[config.mk]
export PLATFORM = sky130hd
export DESIGN_NAME = datapath_param
export DESIGN_NICKNAME = d
export VERILOG_FILES = /design/src/rtl/datapath_param.sv
export SDC_FILE = /design/constraint.sdc
export NUM_CORES = 1
export LEC_CHECK = 0
export ABC_AREA = 1
export CELL_PAD_IN_SITES_DETAIL_PLACEMENT = 0
export CELL_PAD_IN_SITES_GLOBAL_PLACEMENT = 1
export CORE_MARGIN = 2
export CORE_UTILIZATION = 30
export CTS_BUF_LIST = sky130_fd_sc_hd__clkbuf_4 sky130_fd_sc_hd__clkbuf_8 sky130_fd_sc_hd__clkbuf_16
export DETAILED_ROUTE_END_ITERATION = 10
export GPL_ROUTABILITY_DRIVEN = 0
export HOLD_SLACK_MARGIN = 0.1
export MAX_ROUTING_LAYER = met4
export PLACE_DENSITY = 0.74
export SLEW_MARGIN = 20
export SYNTH_ARGS = -nofsm -noshare
export SYNTH_HDL_FRONTEND = slang
export SYNTH_SLANG_ARGS = --single-unit
[constraint.sdc]
create_clock -name clk -period 6.1 [get_ports clk]
set_input_delay 1.83 -clock clk [delete_from_list [all_inputs] [get_ports clk]]
set_output_delay 1.83 -clock clk [all_outputs]
set_load 0.02 [all_outputs]
[src/rtl/datapath_param.sv]
// datapath_param: register file, ALU, status/IR, program counter and
// a req/ack data-memory port that stalls the control unit while busy.
module datapath_param #(
  parameter int DW   = 8,
  parameter int NREG = 8,
  parameter int AW   = 8,
  parameter int IW   = 16,
  localparam int RW  = $clog2(NREG)
) (
  input  logic          clk,
  input  logic          rst,
  input  logic [RW-1:0] da,
  input  logic [RW-1:0] sa,
  input  logic [RW-1:0] sb,
  input  logic          w,
  input  logic [2:0]    fs,
  input  logic          ci,
  input  logic          a_sel,
  input  logic          b_sel,
  input  logic [DW-1:0] k,
  input  logic          sl,
  input  logic          il,
  input  logic [1:0]    pc_mode,
  input  logic [1:0]    cond,
  input  logic          mr,
  input  logic          mw,
  output logic [AW-1:0] imem_addr,
  input  logic [IW-1:0] imem_data,
  output logic [IW-1:0] ir,
  output logic [3:0]    status,
  output logic [DW-1:0] mem_addr,
  output logic [DW-1:0] mem_wdata,
  output logic          mem_we,
  output logic          mem_req,
  input  logic          mem_ack,
  input  logic [DW-1:0] mem_rdata,
  output logic          stall,
  input  logic [RW-1:0] dbg_sel,
  output logic [DW-1:0] dbg_data
);

  typedef enum logic {IDLE, BUSY} mst_t;

  // common width so PC<->F moves zero-extend or truncate cleanly
  localparam int XW = (AW > DW) ? AW : DW;

  logic [DW-1:0] regs_q [NREG];
  logic [DW-1:0] regs_d [NREG];
  logic [AW-1:0] pc_q, pc_d;
  logic [IW-1:0] ir_q, ir_d;
  logic [3:0]    st_q, st_d;
  mst_t          mst_q, mst_d;
  logic [DW-1:0] maddr_q, maddr_d;
  logic [DW-1:0] wdata_q, wdata_d;
  logic          we_q, we_d;
  logic          req_q, req_d;
  logic [RW-1:0] dest_q, dest_d;

  logic [XW-1:0] pc_ext, f_ext;
  logic [DW-1:0] a_op, b_op, b_add, f;
  logic [DW:0]   sum;
  logic          cf, vf;
  logic [3:0]    flags;
  logic          mem_op;

  assign pc_ext = XW'(pc_q);
  assign f_ext  = XW'(f);
  assign a_op   = a_sel ? pc_ext[DW-1:0] : regs_q[sa];
  assign b_op   = b_sel ? k : regs_q[sb];
  assign mem_op = mr | mw;

  assign stall = ((mst_q == IDLE) & mem_op) |
                 ((mst_q == BUSY) & ~mem_ack);

  assign imem_addr = pc_q;
  assign ir        = ir_q;
  assign status    = st_q;
  assign mem_addr  = maddr_q;
  assign mem_wdata = wdata_q;
  assign mem_we    = we_q;
  assign mem_req   = req_q;
  assign dbg_data  = regs_q[dbg_sel];

  // ALU result and flags {V,N,C,Z}
  always_comb begin
    b_add = fs[0] ? ~b_op : b_op;
    sum   = {1'b0, a_op} + {1'b0, b_add} + {{DW{1'b0}}, ci};
    f     = '0;
    cf    = 1'b0;
    vf    = 1'b0;
    unique case (fs)
      3'b000, 3'b001: begin
        f  = sum[DW-1:0];
        cf = sum[DW];
        vf = (a_op[DW-1] == b_add[DW-1]) &&
             (f[DW-1] != a_op[DW-1]);
      end
      3'b010: f = a_op & b_op;
      3'b011: f = a_op | b_op;
      3'b100: f = a_op ^ b_op;
      3'b101: f = ~a_op;
      3'b110: begin
        f  = {a_op[DW-2:0], 1'b0};
        cf = a_op[DW-1];
      end
      3'b111: begin
        f  = {1'b0, a_op[DW-1:1]};
        cf = a_op[0];
      end
    endcase
    flags = {vf, f[DW-1], cf, (f == '0)};
  end

  // architectural state: registers, PC, status, IR
  always_comb begin
    regs_d = regs_q;
    if (w && !stall && !mem_op)
      regs_d[da] = f;
    if (mst_q == BUSY && mem_ack && !we_q)
      regs_d[dest_q] = mem_rdata;

    pc_d = pc_q;
    if (!stall) begin
      unique case (pc_mode)
        2'b00: pc_d = pc_q;
        2'b01: pc_d = pc_q + AW'(1);
        2'b10: pc_d = f_ext[AW-1:0];
        2'b11: pc_d = st_q[cond] ? f_ext[AW-1:0]
                                 : pc_q + AW'(1);
      endcase
    end

    st_d = (sl && !stall) ? flags : st_q;
    ir_d = (il && !stall) ? imem_data : ir_q;
  end

  // memory port: issue from IDLE, hold request until ack
  always_comb begin
    mst_d   = mst_q;
    maddr_d = maddr_q;
    wdata_d = wdata_q;
    we_d    = we_q;
    req_d   = req_q;
    dest_d  = dest_q;
    unique case (mst_q)
      IDLE: if (mem_op) begin
        mst_d   = BUSY;
        maddr_d = f;
        wdata_d = regs_q[sb];
        we_d    = mw;
        dest_d  = da;
        req_d   = 1'b1;
      end
      BUSY: if (mem_ack) begin
        mst_d = IDLE;
        req_d = 1'b0;
        we_d  = 1'b0;
      end
    endcase
  end

  // state update with asynchronous reset
  always_ff @(posedge clk or posedge rst) begin
    if (rst) begin
      for (int i = 0; i < NREG; i++)
        regs_q[i] <= '0;
      pc_q    <= '0;
      ir_q    <= '0;
      st_q    <= '0;
      mst_q   <= IDLE;
      maddr_q <= '0;
      wdata_q <= '0;
      we_q    <= 1'b0;
      req_q   <= 1'b0;
      dest_q  <= '0;
    end else begin
      regs_q  <= regs_d;
      pc_q    <= pc_d;
      ir_q    <= ir_d;
      st_q    <= st_d;
      mst_q   <= mst_d;
      maddr_q <= maddr_d;
      wdata_q <= wdata_d;
      we_q    <= we_d;
      req_q   <= req_d;
      dest_q  <= dest_d;
    end
  end

endmodule

==> summary.md <==
| Metric | Value |
|---|---|
| Outcome | finished clean |
| Comb power frac | 0.428 |
| Final Hold Viols | 0 |
| First-pass GRT wire length | 47970 µm |
| Placed cells | 1578 |
| Synthesized cell area | 8234 µm² |
| Layout area overhead | 25.47% |
| TritonCTS clock tree | done |
| Die height | 169.7 µm |
| Adder-cell share of the synthesized area | 0.04133 |
| Number of enable flip-flop cells after synthesis | 0 |
| CTS Buffer Depth | 2 |
| Max transition margin | 0.2808 |
| First-pass detailed-route iteration total | 8 |
| Synth unique cells | 44 |
| Crit end category | primary output |
| Initial Util | 0.3055 |
| Setup TNS | 0 ns |
| Number of top-level pins | 117 |
| CP startpoint | dbg_sel[0] |
| Post-Synth XOR/XNOR Area | 0.02021 |
| CTS buffer count | 17 |
| Core Area | 26950 µm² |
| WL final | 31060 µm |
| Largest net degree at the start of global routing | 44 |
| P per Cell Area | 411.0 nW/µm² |
| HPWL after DPL | 23360 µm |
| Period utilization | 0.9412 |
| Site row count | 60 |
| Switching share of power | 0.4248 |
| Synth top area cells | dfrtp_1 35%, nand2_1 12%, a21oi_1 8.6%, o21ai_0 6.0%, inv_1 5.5% |
| Total of max-cap violations | 0 |
| Total Power | 4246 µW |
| Max rail drop VDD | 0.2060 mV |
| Internal power | 2442 µW |
| DR vias/cell | 5.309 |
| Min Clock Period, post-route | 5.741 ns |
| Slew Viols, Final | 0 |
| Leakage | 0.004696 µW |
| Async SR Flop Fraction | 1.000 |
| Syn Area/Cell | 7.173 µm² |
| Number of global-route vias before repair | 8005 |
| DRT iter0 DRCs | 726 |
| Total GRT Usage | 0.2241 |
| Worst min-delay path class | reg2reg |
| Largest family of logic cells by synthesized area | compound AO/OA/AOI/OAI gates |
| Post-synth top area share | 0.3465 |
| Overflow after GRT | 0 |
| Layout cells sized above 1 | 0.1080 |
| Die width | 169.7 µm |
| Post-route ant nets | 0 |
| Flop pwr share | 0.339 |
| Crit Reg-Reg Startpoint | regs_q[48]$_DFF_PP0_ |
| Vias | 8542 |
| # Post-CTS Setup Buffers | 0 |
| Post-Layout Cell Count | 1609 |
| Initial antenna violation count | 0 |
| Top_reg_cell synth | dfrtp_1 |
| Synth Area in Compound Gates | 0.2437 |
| DR WL/cell | 19.31 µm |
| Clk Latency, worst-skew pair | 0.41 ns |
| Gate count of the mapped netlist | 1148 |
| Switching power | 1804 µW |
| H-tree depth | 4 |
| Hold_buf cts | 0 |
| Clk pin slew, worst setup/hold paths | 0.05 ns |
| Simple-gate share of the synthesized area | 0.2258 |
| Startpoint Class | primary input |
| CP Max Fanout | 29 |
| CTS-repair resized insts | 0 |
| CTS root buf | clkbuf_16 |
| Full die area | 28790 µm² |
| Arrival time worst endpoint | 3.91 ns |
| Mux cell area share after synthesis | 0.02188 |
| Critical path type | in2out |
| # DRC | 0 |
| Critical Path RT | 4.27 ns |
| ANT cells | 0 |
| Worst-margin pin slew | 1.075 ns |
| Clk_skew | 0.01016 ns |
| CTS Sinks | 114 |
| Seq/Total Area, Yosys | 0.3465 |
| Syn nets | 1236 |
| Worst Hold Launch | mem_addr[2]$_DFFE_PP0P_ |
| Peak Freq | 0.1742 GHz |
| Final setup viols | 0 |
| Nets | 1344 |
| Unrepaired setup endpoints after global routing | no |
| Clk pwr share | 0.233 |
| Synthesis-stage register bit count | 114 |
| IO Port Bufs | 116 |
| Synth Warn # | 0 |
| Area leader, netlist | dfrtp_1 |
cell type report:
class | count | area (µm²)
fillers | 2818 | 16620
multi-input cells | 838 | 4558
flip-flops and latches | 114 | 2853
repair buffers | 140 | 1354
inverters | 145 | 551.8
clock buffers | 21 | 480.5
well taps | 341 | 426.7
clock inverters | 10 | 107.6
worst paths after layout:
check	slack, ns	cells past startpoint	to
setup / recovery	0.36	7	dbg_data[6]
setup reg to reg	2.26	21	imem_addr[6]$_DFFE_PP0P_
hold reg to reg	0.49	2	mem_addr[2]$_DFFE_PP0P_
hold / removal	0.49	2	mem_addr[2]$_DFFE_PP0P_
min in group asynchronous	1.83	2	regs_q[16]$_DFF_PP0_
max in group asynchronous	3.30	3	regs_q[22]$_DFF_PP0_
metrics by stage:
stage	cell area, µm²	util	hold WS (ns)	setup slack (ns)
6_report	10330	0.3833	0.4928	0.3586
5_1_grt	10330	0.3833	0.5152	0.2107
4_1_cts	10330	0.3831	0.4876	0.3778
3_5_place_dp	9738	0.3613	0.4697	0.3676
3_3_place_gp	9738	0.3613	0.4634	0.3725
2_1_floorplan	8234	-	0.4923	1.036
logic make-up (layout without fill, tap and decap cells):
family	Yosys count	in the layout
simple gates	434	434
flops	114	114
mux	16	16
xor+xnor	19	19
fa+ha+maj	26	26
compound gates	343	343
buf+inv	196	316
cell usage after synthesis, types with 3 or more instances:
library cell    n
a21oi_1       141
a221oi_1        6
a22oi_1        48
a22oi_2        10
a31oi_1        10
buf_1           3
buf_2          16
buf_6           8
clkbuf_1       22
dfrtp_1       114
ha_1           24
inv_1         120
inv_2          22
mux2_2         16
nand2_1       255
nand2_2        16
nand3_1        87
nor2_1         50
nor2_2          6
nor3_1         10
o2111ai_1       4
o211ai_1        5
o21ai_0        98
o21ai_1        13
xnor2_1         5
xor2_1         14
worst max-delay path, stage by stage:
cell and delay, ns:
clkdlybuf4s50_1 0.59, inv_1 0.06, buf_4 0.22, o21ai_0 0.20
a221oi_1 0.11, a31oi_1 0.24, clkdlybuf4s50_1 0.66
registers in the layout, indices dropped and copies added (netlist names):
register,cells
mst_q,1
status,4
dest_q,3
mem_we,1
imem_addr,8
mem_addr,8
mem_wdata,8
mem_req,1
ir,16
regs_q,64
routing by layer:
layer	share of wire	global-route usage	wire length (µm)	vias up
met1	0.47	0.3152	14590	4105
li1	-	-	-	4078
met2	0.45	0.3363	13840	328
met4	0.016	0.05611	507	0
met5	0	-	0	-
met3	0.068	0.03638	2119	31
power groups by stage:
stage	sequential, µW	clock, µW	combinational, µW
global route	1460	1040	2010
floorplan	1360	0	1080
detailed placement	1430	0	1790
CTS	1420	1010	1810
finish	1440	991	1820
global placement	1430	0	1780
placed cells by master, fill, tap and decap left out, types with 16 or more instances in the layout:
master             n
a22oi_1           48
nor2_1            48
clkbuf_16         17
inv_1            119
clkdlybuf4s50_1  116
nand2_2           16
a21oi_1          141
ha_1              24
nand3_1           87
mux2_2            16
dfrtp_1          114
inv_2             22
o21ai_0           98
buf_4             23
nand2_1          255
No activity file was read; power rests on OpenSTA's default activity.
